### src/rtl/debounce_pkg.sv
// rtl/debounce_pkg.sv - shared types and constants for the debounce/synchroniser block
//
// Purpose: FSM state type, default parameter values and the counter width helper
//          used by debounce_sync.
// Contents:
//   deb_state_t        STABLE (dout agrees with input) / PENDING (change being qualified)
//   DEF_*              default parameter values
//   cnt_width()        width of the qualification counter for a given STABLE_CYCLES
package debounce_pkg;

  typedef enum logic {
    STABLE  = 1'b0,
    PENDING = 1'b1
  } deb_state_t;

  localparam int   DEF_SYNC_STAGES   = 2;
  localparam int   DEF_STABLE_CYCLES = 4;
  localparam logic DEF_RESET_VALUE   = 1'b0;

  // Wide enough to hold STABLE_CYCLES itself, even though the counter stops one short.
  function automatic int cnt_width(input int stable_cycles);
    return $clog2(stable_cycles + 1);
  endfunction

endpackage

### src/rtl/sync_chain.sv
// rtl/sync_chain.sv - multi-flop synchroniser for a single asynchronous bit
//
// Purpose: brings an asynchronous 1-bit signal into the clk domain through
//          SYNC_STAGES back-to-back flops.
// Ports:
//   clk  in   rising-edge clock
//   rst  in   synchronous active-high reset, loads RESET_VALUE into every stage
//   d    in   asynchronous input
//   q    out  synchronised output (last stage)
module sync_chain #(
  parameter int   SYNC_STAGES = 2,
  parameter logic RESET_VALUE = 1'b0
) (
  input  logic clk,
  input  logic rst,
  input  logic d,
  output logic q
);

  logic [SYNC_STAGES-1:0] chain_q;
  logic [SYNC_STAGES-1:0] chain_d;

  // Bit 0 is the metastability-catching stage; the oldest sample sits at the top.
  always_comb begin
    chain_d = {chain_q[SYNC_STAGES-2:0], d};
  end

  always_ff @(posedge clk) begin
    if (rst) begin
      chain_q <= {SYNC_STAGES{RESET_VALUE}};
    end else begin
      chain_q <= chain_d;
    end
  end

  assign q = chain_q[SYNC_STAGES-1];

endmodule

### src/rtl/debounce_sync.sv
// rtl/debounce_sync.sv - synchronise and debounce a bouncy asynchronous input
//
// Purpose: synchronises din into clk, then only lets dout follow once the
//          synchronised value has disagreed with dout for STABLE_CYCLES
//          consecutive edges. Emits registered one-cycle rise/fall strobes
//          aligned with the first cycle of the new dout.
// Ports:
//   clk   in   rising-edge clock
//   rst   in   synchronous active-high reset
//   din   in   asynchronous raw input
//   dout  out  debounced level (registered)
//   rise  out  one-cycle pulse when dout goes 0->1 (registered)
//   fall  out  one-cycle pulse when dout goes 1->0 (registered)
//   busy  out  high while a change is being qualified
module debounce_sync
  import debounce_pkg::*;
#(
  parameter int   SYNC_STAGES   = DEF_SYNC_STAGES,
  parameter int   STABLE_CYCLES = DEF_STABLE_CYCLES,
  parameter logic RESET_VALUE   = DEF_RESET_VALUE
) (
  input  logic clk,
  input  logic rst,
  input  logic din,
  output logic dout,
  output logic rise,
  output logic fall,
  output logic busy
);

  localparam int             CW       = cnt_width(STABLE_CYCLES);
  localparam logic [CW-1:0]  CNT_LAST = CW'(STABLE_CYCLES - 1);

  logic s;

  sync_chain #(
    .SYNC_STAGES (SYNC_STAGES),
    .RESET_VALUE (RESET_VALUE)
  ) u_sync (
    .clk (clk),
    .rst (rst),
    .d   (din),
    .q   (s)
  );

  deb_state_t    state_q, state_d;
  logic [CW-1:0] cnt_q,   cnt_d;
  logic          dout_q,  dout_d;
  logic          rise_q,  rise_d;
  logic          fall_q,  fall_d;
  logic          commit;

  always_comb begin
    state_d = state_q;
    cnt_d   = cnt_q;
    commit  = 1'b0;

    unique case (state_q)
      STABLE: begin
        if (s != dout_q) begin
          // The first disagreeing edge already counts as cycle one, so a
          // one-cycle filter commits straight away.
          if (STABLE_CYCLES == 1) begin
            commit = 1'b1;
          end else begin
            state_d = PENDING;
            cnt_d   = CW'(1);
          end
        end
      end
      PENDING: begin
        if (s == dout_q) begin
          state_d = STABLE;
          cnt_d   = '0;
        end else if (cnt_q == CNT_LAST) begin
          commit = 1'b1;
        end else begin
          cnt_d = cnt_q + CW'(1);
        end
      end
      default: begin
        state_d = STABLE;
        cnt_d   = '0;
      end
    endcase

    dout_d = dout_q;
    rise_d = 1'b0;
    fall_d = 1'b0;
    if (commit) begin
      state_d = STABLE;
      cnt_d   = '0;
      dout_d  = s;
      rise_d  = s;
      fall_d  = ~s;
    end
  end

  always_ff @(posedge clk) begin
    if (rst) begin
      state_q <= STABLE;
      cnt_q   <= '0;
      dout_q  <= RESET_VALUE;
      rise_q  <= 1'b0;
      fall_q  <= 1'b0;
    end else begin
      state_q <= state_d;
      cnt_q   <= cnt_d;
      dout_q  <= dout_d;
      rise_q  <= rise_d;
      fall_q  <= fall_d;
    end
  end

  assign dout = dout_q;
  assign rise = rise_q;
  assign fall = fall_q;
  assign busy = (state_q == PENDING);

endmodule

### config.mk
export PLATFORM = sky130hd
export DESIGN_NAME = debounce_sync
export DESIGN_NICKNAME = d
export VERILOG_FILES = /design/src/rtl/debounce_pkg.sv /design/src/rtl/sync_chain.sv /design/src/rtl/debounce_sync.sv
export SDC_FILE = /design/constraint.sdc
export NUM_CORES = 1
export LEC_CHECK = 0
export CAP_MARGIN = 40
export CORE_UTILIZATION = 27
export CTS_CLUSTER_DIAMETER = 150
export DETAILED_ROUTE_END_ITERATION = 16
export PLACE_DENSITY = 0.46
export SYNTH_ARGS = -nofsm -noshare
export SYNTH_HDL_FRONTEND = slang
export SYNTH_SLANG_ARGS = --single-unit
### constraint.sdc
create_clock -name clk -period 3.7 [get_ports clk]
set_input_delay 0.74 -clock clk [delete_from_list [all_inputs] [get_ports clk]]
set_output_delay 0.74 -clock clk [all_outputs]
set_load 0.02 [all_outputs]
* Word-level counts from Yosys, hierarchy flattened
Cells that the tools add are included.
** Word-level totals
- Register bits :: 9
- Input port bits :: 3
- Word-level logic and storage cells :: 28
** Operators by class
- Add/sub/neg operators :: 1
- Equality and inequality tests :: 5
- Multiplexer cells :: 10
- Bitwise operators :: 3
- Reduce and logical (&&, ||, !) cells :: 3
** Operators by type and width (number)
- $mux 3 :: 3
- $pmux 3 s2 :: 1
- $mux 1 :: 5
- $reduce_or 2->1 :: 2
- $add 3x1->3 const B :: 1
- $eq 3x2->1 const B :: 1
- $ne 3x3->1 const B :: 1
- $not 1->1 :: 3
- $ne 2x2->1 const B :: 1
- $pmux 1 s2 :: 1
- $reduce_and 2->1 :: 1
- $eq 1x1->1 :: 1
- $ne 1x1->1 :: 1

* Depth between registers and ports, before layout
- Depth in word-level cells :: 6
- Mapped depth :: 4
- Mapped depth without buffers :: 4

* Modules after synthesis
From an unflattened synthesis, not the netlist that was laid out.
** Unflattened totals
- Cell total of the unflattened synthesis :: 32
- Area total of the unflattened synthesis :: 365.4 um^2
** Modules (own cells, without submodules)
- debounce_sync :: instances 1, cells each 28, area each 312.8 um^2, seq. area each 140.1 um^2
- sync_chain :: instances 1, cells each 4, area each 52.6 um^2, seq. area each 40.0 um^2

* Worst setup path before layout
OpenSTA, ideal clock, no wires.
- Path kind :: input to register
- Start point :: input port rst
- End point :: register cnt_q[1]
- Arrival :: 1.227 ns
- Required time :: 3.577 ns
- Path slack :: 2.350 ns
- Cell stages on the path :: 3
- Path buffers :: 1
- Cell sequence :: buf_2 nor3b_1 mux2_1
** On the way
- Word-level cells in the longest chain between the ends :: 1
** Ends and longest elaborated chain
- from (decl) :: RTL line debounce_sync.sv:23 : input logic rst,
- $reduce_or 2->1 (no line)
- to (signal assigned) :: RTL line debounce_sync.sv:108 : cnt_q <= cnt_d;
- to (decl) :: RTL line debounce_sync.sv:47 : logic [CW-1:0] cnt_q, cnt_d;
Every way passes these cells.
A chain may end at the register's enable or synchronous reset.

* Worst setup path after layout
- Start point :: register state_q (netlist: busy)
- End point :: output port busy
** RTL lines
- from (decl) :: RTL line debounce_sync.sv:46 : deb_state_t state_q, state_d;
- from (signal assigned) :: RTL line debounce_sync.sv:107 : state_q <= state_d;
- to (decl) :: RTL line debounce_sync.sv:28 : output logic busy
No word-level cell between the ends.

==> summary.txt <==
Run status
  • Outcome: finished, final reports clean

Setup path
  • Worst reg2reg path depth: 4
  • Slowest CP cell: clkdlybuf4s50_1
  • Worst EP arrival: 1.43 ns
  • CP max FO: 10
  • Critical path class: reg -> out
  • FF-to-FF Start: cnt_q[0]
  • Setup slack, reg-to-reg: 2.28 ns
  • Endpoint class of the critical path: primary output
  • Buf/Inv on CP: 1
  • CP delay by family, top: buffers and inverters
  • Critical path cell sequence: clkdlybuf4s50_1
  • Startpoint class of the critical path: flop
  • Worst path required time: 2.96 ns
  • CP max stage delay: 0.67 ns
  • Worst R2R End: cnt_q[1]

CTS
  • CTS Buffer Depth: 2
  • H-tree Lvls: 1
  • TritonCTS Buffers: 3
  • Setup Fix Bufs, Post-CTS: 0
  • Clock Pin Slew Worst Setup and Hold Paths: 0.06 ns
  • Num Clock Sinks: 9
  • Root Buffer: clkbuf_4
  • Post-CTS sizing: 0
  • Skew-Pair Late Insertion Delay: 0.26 ns
  • Cts hold-fix bufs: 0
  • CTS tree: done

Cells and area
  • Nets: 47
  • Area grow syn2layout: 25.6%
  • ANT cells: 0
  • Layout cells sized above 1: 12.2%

Min path
  • Worst Hold Path EP: u_sync.chain_q[1]
  • Worst Min Path Start: u_sync.chain_q[0]
  • Hold path depth: 1
  • HP Class: reg -> reg

Logic synthesis
  • Post-synth EDFFs: 0
  • Post-synth cell types: 16
  • Synthesized area: 372 um^2
  • Top-area cell type share of the netlist area: 48.5%
  • Post-synthesis mux area share: 6.06%
  • Post-Synth XOR/XNOR Area: 4.38%
  • Synth warnings: 0
  • Post-synth ARST share: 0%
  • Post-synthesis adder-cell area fraction: 6.73%
  • Ys flop type: dfxtp_1
  • Largest family of logic cells by synthesized area: simple AND/OR/NAND/NOR gates
  • Post-synthesis compound-gate area fraction: 10.1%
  • Register area share after synthesis: 48.5%
  • Synthesized netlist cell count: 33
  • #FFs+latches synth: 9
  • Top cells by area, synth: dfxtp_1 48%, nor4b_1 7.1%, ha_1 6.7%
  • Syn Nets: 38
  • Avg Cell Area, Syn: 11.3 um^2
  • Post-Synth Simple-Gate Area: 19.5%
  • Biggest area consumer among synthesized cells: dfxtp_1

STA
  • TNS Setup: 0 ns
  • Fin crit share: 58.7%
  • Fmax: 461 MHz
  • Fin. Hold Viols: 0
  • Worst-margin pin slew: 0.401 ns
  • Tmin final: 2.17 ns
  • Setup violators final: 0
  • Relative slew slack: 73.2%
  • Final Max Slew Viols: 0
  • Clk_skew: 0.00670 ns
  • Unrepaired setup endpoints after global routing: no

Pwr
  • Clock power frac: 40.3%
  • Sequential Power Share: 55.2%
  • Power Density: 392 nW/um^2
  • Comb pwr share: 4.5%
  • Net switching fraction of the power: 20.7%
  • Tot Pwr: 0.183 mW
  • VDD IR max: 0.228 mV
  • Leak: 0.165 nW
  • P_int: 0.145 mW
  • NetSw: 0.0379 mW

Floorplanning
  • Die X: 39.1 um
  • Die height: 39.1 um
  • DIE AREA: 1530 um^2
  • Cell Rows: 13
  • IO Count: 7
  • Core footprint: 1280 um^2
  • Starting Density: 28.9%

GRT
  • Number of global-route vias before repair: 256
  • Global-route wire length before repair: 1100 um
  • Largest net degree at the start of global routing: 12
  • Global route overflow: 0
  • Antenna violations before repair: 0
  • Gr usage total: 11.8%

Drt
  • Number of routed nets with antenna violations: 0
  • Vias per cell: 4.64
  • Drt first pass iters: 1
  • Routed length per placed instance: 11.4 um
  • Final wirelength: 638 um
  • DRC Markers: 0
  • Initial DRC count: 0
  • Vias: 260

Placement
  • Post-DP HPWL: 455 um
  • PortBufs: 6
  • GP Congestion: 0.662

Run
  • Max Cap Viol: 0
[per-stage QoR]
| step | cell area, um^2 | setup slack, ns | instances | hold slack [ns] | utilization, % |
|---|---|---|---|---|---|
| 2_1_floorplan | 372 | 2.35 | 33 | 0.414 | - |
| 3_3_place_gp | 440 | 1.77 | 52 | 0.428 | 34.3 |
| 3_5_place_dp | 440 | 1.73 | 52 | 0.432 | 34.3 |
| 4_1_cts | 467 | 1.54 | 56 | 0.445 | 36.3 |
| 5_1_grt | 467 | 1.46 | 56 | 0.472 | 36.3 |
| 6_report | 467 | 1.53 | 56 | 0.439 | 36.3 |
[worst register-to-register path: stages, from the launching register on]
cell	delay [ns]
dfxtp_1	0.33
ha_1	0.22
ha_1	0.27
nor4bb_1	0.37
mux2_1	0.18
[cell families (layout without fill, tap and decap cells)]
family,after synthesis,after routing
flip-flops,9,9
AO/OA/AOI/OAI,5,5
adder cells (fa/ha/maj),2,2
XOR/XNOR,1,1
buffers and inverters,4,12
multiplexers,2,2
AND/OR/NAND/NOR,10,10
[synth_stat cells (all sizes together) (2+ instances only)]
cell type and count:
dfxtp 9, nor4b 3, a211oi 2, buf 2
ha 2, inv 2, mux2 2, nor2b 2
nor3b 2
[area by class of cell]
type                       count  area, um^2
multi-input combinational     20         174
inverter                       2        7.51
timing repair buffer           6        60.1
tap                           15        18.8
fill                         129         818
sequential                     9         180
clock buffer                   4        26.3
[layer usage]
layer / track usage, % / part of all wire [%] / vias to the layer above
met5: 0 / 0 / -
met2: 17.5 / 46 / 8
li1: - / - / 137
met1: 11.5 / 46 / 113
met4: 7.76 / 1.3 / 0
met3: 8.67 / 6.9 / 2
[worst max-delay path by stage]
stage,start,end,slack (ns),cells after the start
3_5_place_dp,rst,cnt_q[1],1.73,3
4_1_cts,busy,busy,1.54,1
3_3_place_gp,rst,cnt_q[1],1.77,3
2_1_floorplan,rst,cnt_q[1],2.35,3
5_1_grt,busy,busy,1.46,1
6_report,busy,busy,1.53,1
[cells in the final DEF, fill, tap and decap left out]
cell	Yosys	layout
dfxtp_1	9	9
clkdlybuf4s50_1	0	6
nor4b_1	3	3
clkbuf_4	0	3
inv_1	2	2
a211oi_1	2	2
nor2b_1	2	2
nor3b_1	2	2
mux2_1	2	2
ha_1	2	2
nand2_1	1	1
xnor2_2	1	1
o21a_1	1	1
nor4bb_1	1	1
nand3_1	1	1
a21bo_2	1	1
a21oi_1	1	1
clkbuf_1	0	1
[state kept, by name, summed over array words and instances (netlist names)]
register        count
busy                1
cnt_q               3
dout                1
fall                1
rise                1
u_sync.chain_q      2
[power by group through the flow]
stage	clock network, mW	logic, mW	registers [mW]
after detailed placement	0	0.00821	0.103
final	0.0737	0.00819	0.101
after global placement	0	0.00783	0.103
after floorplan	0	0.00521	0.102
after CTS	0.0767	0.00821	0.101
after global routing	0.0833	0.00891	0.101
Power figures use the tool's default switching activity.
